### src/rtl/lcb_mem_arbiter.sv
// Round-robin arbiter granting one of four requesters atomic read-modify-write
// access to a shared memory port, with per-grant timeout and buffer-switch abort.
module lcb_mem_arbiter #(
  parameter int unsigned TIMEOUT = 64
) (
  input  logic        clk,
  input  logic        reset,
  input  logic        swch,
  input  logic [3:0]  req,
  input  logic [47:0] wrd_out_bus,
  input  logic [39:0] wrd_addr_bus,
  input  logic [39:0] old_addr_bus,
  input  logic [3:0]  wren_bus,
  input  logic [3:0]  old_rden_bus,
  input  logic [11:0] comm_old_wrd,
  output logic [11:0] comm_wrd_out,
  output logic [9:0]  comm_wrd_addr,
  output logic        comm_wren,
  output logic [9:0]  comm_old_wrd_addr,
  output logic        comm_old_rd_en,
  output logic [11:0] old_wrd,
  output logic [3:0]  gnt,
  output logic [1:0]  active_id,
  output logic        busy,
  output logic        timeout_err,
  output logic        abort_err
);

  localparam int unsigned NREQ  = 4;
  localparam int unsigned IDW   = 2;
  localparam int unsigned DW    = 12;
  localparam int unsigned AW    = 10;
  localparam int unsigned CNT_W = 8;

  localparam logic [1:0] ST_IDLE    = 2'd0;
  localparam logic [1:0] ST_GRANT   = 2'd1;
  localparam logic [1:0] ST_RELEASE = 2'd2;

  logic [1:0]       state_q, state_d;
  logic [NREQ-1:0]  gnt_q, gnt_d;
  logic [IDW-1:0]   active_id_q, active_id_d;
  logic [IDW-1:0]   last_q, last_d;
  logic [CNT_W-1:0] cnt_q, cnt_d;
  logic [NREQ-1:0]  lockout_q, lockout_d;
  logic             abort_q, abort_d;
  logic             swch_q;
  logic             busy_q, busy_d;
  logic             timeout_err_q, timeout_err_d;
  logic             abort_err_q, abort_err_d;

  logic             swch_edge;
  logic [NREQ-1:0]  eligible;
  logic             sel_valid;
  logic [IDW-1:0]   sel_id;
  logic [IDW-1:0]   cand;

  assign swch_edge = swch ^ swch_q;
  assign eligible  = req & ~lockout_q;

  // Round-robin search starting just after the last granted requester
  always_comb begin
    sel_valid = 1'b0;
    sel_id    = '0;
    cand      = '0;
    for (int k = 0; k < NREQ; k++) begin
      cand = last_q + IDW'(k + 1);
      if (!sel_valid && eligible[cand]) begin
        sel_valid = 1'b1;
        sel_id    = cand;
      end
    end
  end

  always_comb begin
    state_d       = state_q;
    gnt_d         = gnt_q;
    active_id_d   = active_id_q;
    last_d        = last_q;
    cnt_d         = cnt_q;
    lockout_d     = lockout_q & req;
    abort_d       = abort_q;
    timeout_err_d = 1'b0;
    abort_err_d   = 1'b0;

    case (state_q)
      ST_IDLE: begin
        if (sel_valid && !swch_edge) begin
          state_d     = ST_GRANT;
          gnt_d       = NREQ'(1) << sel_id;
          active_id_d = sel_id;
          last_d      = sel_id;
          cnt_d       = '0;
        end
      end
      ST_GRANT: begin
        if (swch_edge) begin
          abort_d     = 1'b1;
          abort_err_d = 1'b1;
        end
        if (!req[active_id_q]) begin
          state_d = ST_RELEASE;
          gnt_d   = '0;
        end else if (cnt_q == CNT_W'(TIMEOUT - 1)) begin
          state_d                = ST_RELEASE;
          gnt_d                  = '0;
          timeout_err_d          = 1'b1;
          lockout_d[active_id_q] = 1'b1;
        end else begin
          cnt_d = cnt_q + CNT_W'(1);
        end
      end
      ST_RELEASE: begin
        state_d = ST_IDLE;
        abort_d = 1'b0;
      end
      default: begin
        state_d = ST_IDLE;
        gnt_d   = '0;
      end
    endcase

    busy_d = (state_d != ST_IDLE);
  end

  always_ff @(posedge clk) begin
    if (reset) begin
      state_q       <= ST_IDLE;
      gnt_q         <= '0;
      active_id_q   <= '0;
      last_q        <= IDW'(NREQ - 1);
      cnt_q         <= '0;
      lockout_q     <= '0;
      abort_q       <= 1'b0;
      swch_q        <= swch;
      busy_q        <= 1'b0;
      timeout_err_q <= 1'b0;
      abort_err_q   <= 1'b0;
    end else begin
      state_q       <= state_d;
      gnt_q         <= gnt_d;
      active_id_q   <= active_id_d;
      last_q        <= last_d;
      cnt_q         <= cnt_d;
      lockout_q     <= lockout_d;
      abort_q       <= abort_d;
      swch_q        <= swch;
      busy_q        <= busy_d;
      timeout_err_q <= timeout_err_d;
      abort_err_q   <= abort_err_d;
    end
  end

  // Shared port follows the active requester only while granted
  always_comb begin
    comm_wrd_out      = '0;
    comm_wrd_addr     = '0;
    comm_wren         = 1'b0;
    comm_old_wrd_addr = '0;
    comm_old_rd_en    = 1'b0;
    if (state_q == ST_GRANT) begin
      for (int i = 0; i < NREQ; i++) begin
        if (active_id_q == IDW'(i)) begin
          comm_wrd_out      = wrd_out_bus[DW*i +: DW];
          comm_wrd_addr     = wrd_addr_bus[AW*i +: AW];
          comm_old_wrd_addr = old_addr_bus[AW*i +: AW];
          comm_old_rd_en    = old_rden_bus[i];
          comm_wren         = wren_bus[i] & ~abort_q & ~swch_edge;
        end
      end
    end
  end

  assign old_wrd     = comm_old_wrd;
  assign gnt         = gnt_q;
  assign active_id   = active_id_q;
  assign busy        = busy_q;
  assign timeout_err = timeout_err_q;
  assign abort_err   = abort_err_q;

endmodule

### config.mk
export PLATFORM = sky130hd
export DESIGN_NAME = lcb_mem_arbiter
export DESIGN_NICKNAME = d
export VERILOG_FILES = /design/src/rtl/lcb_mem_arbiter.sv
export SDC_FILE = /design/constraint.sdc
export NUM_CORES = 1
export LEC_CHECK = 0
export CAP_MARGIN = 20
export CORE_MARGIN = 5
export CORE_UTILIZATION = 32
export CTS_BUF_LIST = sky130_fd_sc_hd__clkbuf_2 sky130_fd_sc_hd__clkbuf_4 sky130_fd_sc_hd__clkbuf_8
export DETAILED_ROUTE_END_ITERATION = 16
export GPL_TIMING_DRIVEN = 0
export HOLD_SLACK_MARGIN = 0.1
export PLACE_DENSITY = 0.82
export SLEW_MARGIN = 15
export SYNTH_ARGS = -nofsm -noshare
export SYNTH_HDL_FRONTEND = slang
export SYNTH_SLANG_ARGS = --single-unit
### constraint.sdc
create_clock -name clk -period 2.7 [get_ports clk]
set_input_delay 0.675 -clock clk [delete_from_list [all_inputs] [get_ports clk]]
set_output_delay 0.675 -clock clk [all_outputs]
set_load 0.02 [all_outputs]
==> results.toml <==
[clock_tree]
clock_latency_ps = 270
cts.root.buffer_cell = "clkbuf_8"
clock_sinks = 27
cts_made_buffers = 3
htreeDepth = 1
clkTransAtPathRegs_ps = 90
cts_tree = "done"
clk_path_buf_depth = 2

[drt]
via_count = 2631
wirelength_mm = 9.99
routed.top_layer = "met4"
ant_nets = 0
drtPass1Iterations = 4
avgViaCountPerCell = 4.96
drtIter0Drc = 47
met1_length_mm = 3.38
wl_per_cell_um = 18.9
dr_wl_met2_mm = 5.41
drcViolationCount = 0
met3WireLength_um = 956

[floorplan]
core-area_sq_mm = 0.00721
die_h_um = 95.8
rows = 31
pin_count = 210
fp.dieW_um = 95.8
die_area_sq_mm = 0.00917
start_util = 0.326

[pwr]
power.switching_mw = 0.487
power_frac_clock = 0.149
p_comb_frac = 0.562
peakVddDrop_uv = 357
powerDensity_mw_per_mm2 = 340
seq_power_share = 0.289
p_int_mw = 1.04
leakagePower_nw = 1.70
p_sw_frac = 0.318

[hold_path]
hold_class = "flop to flop"
min_from = "lockout_q[2]"

[synthesis]
synth_area_sq_mm = 0.00235
yosys_warnings = 0
yosysSeqAreaShare = 0.230
synth_ff_type = "dfxtp_1"
async_flop_share = 0
synth_nets = 381
post_synth_num_cell_types = 39
ys_ff_latch = 27
synth_edf_count = 0
synth_area_per_cell_sq_um = 10.5
syn_inst = 225

[place]
gp_congestion = 0.816
portBuffers = 197
dpl.cell_count = 521
hpwlAfterDp_mm = 8.69
dp_slack_ps = -299

[sta]
setup_viol = 0
fmax_mhz = 374
report.final.slew_viol_count = 0
rsz0062_at_grt = "no"
slew_headroom = 0.716
holdWs_ps = 485
hold_viol_final = 0
clock_skew_ps = 7.77
worst_pin_slew_ps = 425
setup_ws_ps = 25.6
finalSetupTns_ps = 0
post-route-period-util = 0.991
min_period_ps = 2670

[outcome]
run_status = "finished clean"

[setup_path]
critPathMaxFanout = 1
cp-end-kind = "output port"
crit_required_ps = 2030
cp_top_family = "buffers and inverters"
crit_slowest_cell = "mux4_2"
path_buf_inv = 2
startpoint = "wrd_out_bus[28]"
crit_arrival_ps = 2000
worstSetupPathType = "input port to output port"
critPathLaunchType = "input port"
worst_path_largest_cell_delay_ps = 470
r2r_start = "cnt_q[0]"
path_cells = "clkdlybuf4s50_1 > mux4_2 > and2_1 > clkdlybuf4s15_2"

[global_route]
overflow = 0
grt_pass1_vias = 2699
grt_pass1_wl_mm = 14.4
grt_max_degree = 16
track_usage = 0.205
antenna_found_initial = 0

[cells_and_area]
final_nets = 588
antennaDiodeCount = 0
final_cells = 530
drive_gt1_frac = 0.230
area_growth_pct = 91.1

[flow_run]
maxCapViolCount = 0
==> through the flow <==
stage	power (mW)	util	instance area, sq um
2_1_floorplan	0.891	-	2350
3_3_place_gp	1.29	0.617	4450
3_5_place_dp	1.31	0.617	4450
4_1_cts	1.52	0.626	4520
5_1_grt	1.62	0.624	4500
6_report	1.53	0.624	4500
==> logic make-up after synthesis <==
group | count (synthesis) | share of synthesized area
buffers and inverters | 33 | 0.0781
xor gates and xnor gates | 7 | 0.0260
and+or+nand+nor | 93 | 0.226
AOI/OAI and AO/OA | 28 | 0.0956
muxes | 36 | 0.339
adders and majority gates | 1 | 0.00531
DFF | 27 | 0.230
==> cells in the mapped netlist (2+ instances only) <==
| cell type | count | area (sq um) |
|---|---|---|
| and2_1 | 35 | 219 |
| mux4_2 | 35 | 788 |
| dfxtp_1 | 27 | 541 |
| buf_4 | 14 | 105 |
| nand2_1 | 12 | 45.0 |
| nor2_1 | 11 | 41.3 |
| clkbuf_1 | 7 | 26.3 |
| a21oi_1 | 6 | 30.0 |
| inv_1 | 6 | 22.5 |
| nand2b_1 | 6 | 37.5 |
| nand3_1 | 6 | 30.0 |
| buf_2 | 5 | 25.0 |
| nor3_1 | 5 | 25.0 |
| o32ai_1 | 5 | 43.8 |
| nand3b_1 | 4 | 30.0 |
| nor2b_1 | 4 | 25.0 |
| o22ai_1 | 4 | 25.0 |
| xnor2_1 | 4 | 35.0 |
| o21ai_0 | 3 | 15.0 |
| xor2_1 | 3 | 26.3 |
| a211o_1 | 2 | 17.5 |
| and2b_1 | 2 | 15.0 |
| nand4_1 | 2 | 12.5 |
| o21bai_1 | 2 | 15.0 |
==> final timing paths <==
kind / end / slack [ps] / cells past startpoint
setup / recovery: comm_wrd_out[4] / 30 / 4
hold reg to reg: lockout_q[2] / 490 / 2
hold / removal: lockout_q[2] / 490 / 2
setup reg to reg: cnt_q[4] / 1100 / 6
==> cell type report <==
class,instances,area (sq um)
plain buffers,27,218
clock buffers,3,41.3
clock inverters,1,5.00
fillers,601,2710
inverters,6,22.5
multi-input cells,165,1630
flip-flops and latches,27,546
well taps,99,124
repair buffers,202,1910
==> worst min-delay path, delay by kind of cell, from the launching register on <==
family          cells  cell delay, ps
simple gates        1              50
flops               1             320
compound gates      1              70
==> cells in the final DEF, fill, tap and decap left out, types with 8 or more instances in the layout <==
cell / count
mux4_2: 35
buf_4: 18
dfxtp_1: 25
and2_1: 35
nand2_1: 12
clkbuf_2: 25
clkdlybuf4s50_1: 163
nor2_1: 11
clkdlybuf4s15_1: 8
==> routing by layer <==
layer	global-route usage	vias up
met4	0.0628	0
met2	0.386	119
li1	-	1245
met1	0.217	1244
met3	0.0602	23
met5	0	-
==> power groups by stage <==
stage	clock, mW	sequential [mW]	combinational [mW]
6_report	0.228	0.442	0.858
5_1_grt	0.252	0.446	0.920
4_1_cts	0.232	0.442	0.848
3_5_place_dp	0	0.449	0.860
3_3_place_gp	0	0.449	0.842
2_1_floorplan	0	0.458	0.434
==> flip-flops by register name (all words and copies together), names as in the netlist <==
signal	flops
lockout_q	4
active_id	2
last_q	2
state_q	2
busy	1
abort_err	1
timeout_err	1
abort_q	1
swch_q	1
gnt	4
cnt_q	8
==> repair_timing <==
item	CTS	global route
buffers inserted	0	5
setup endpoints to repair	34	34
resized for setup	66	56
gates cloned	0	0
hold buffers	0	0
Note: power is estimated with default switching activity, not from simulation.
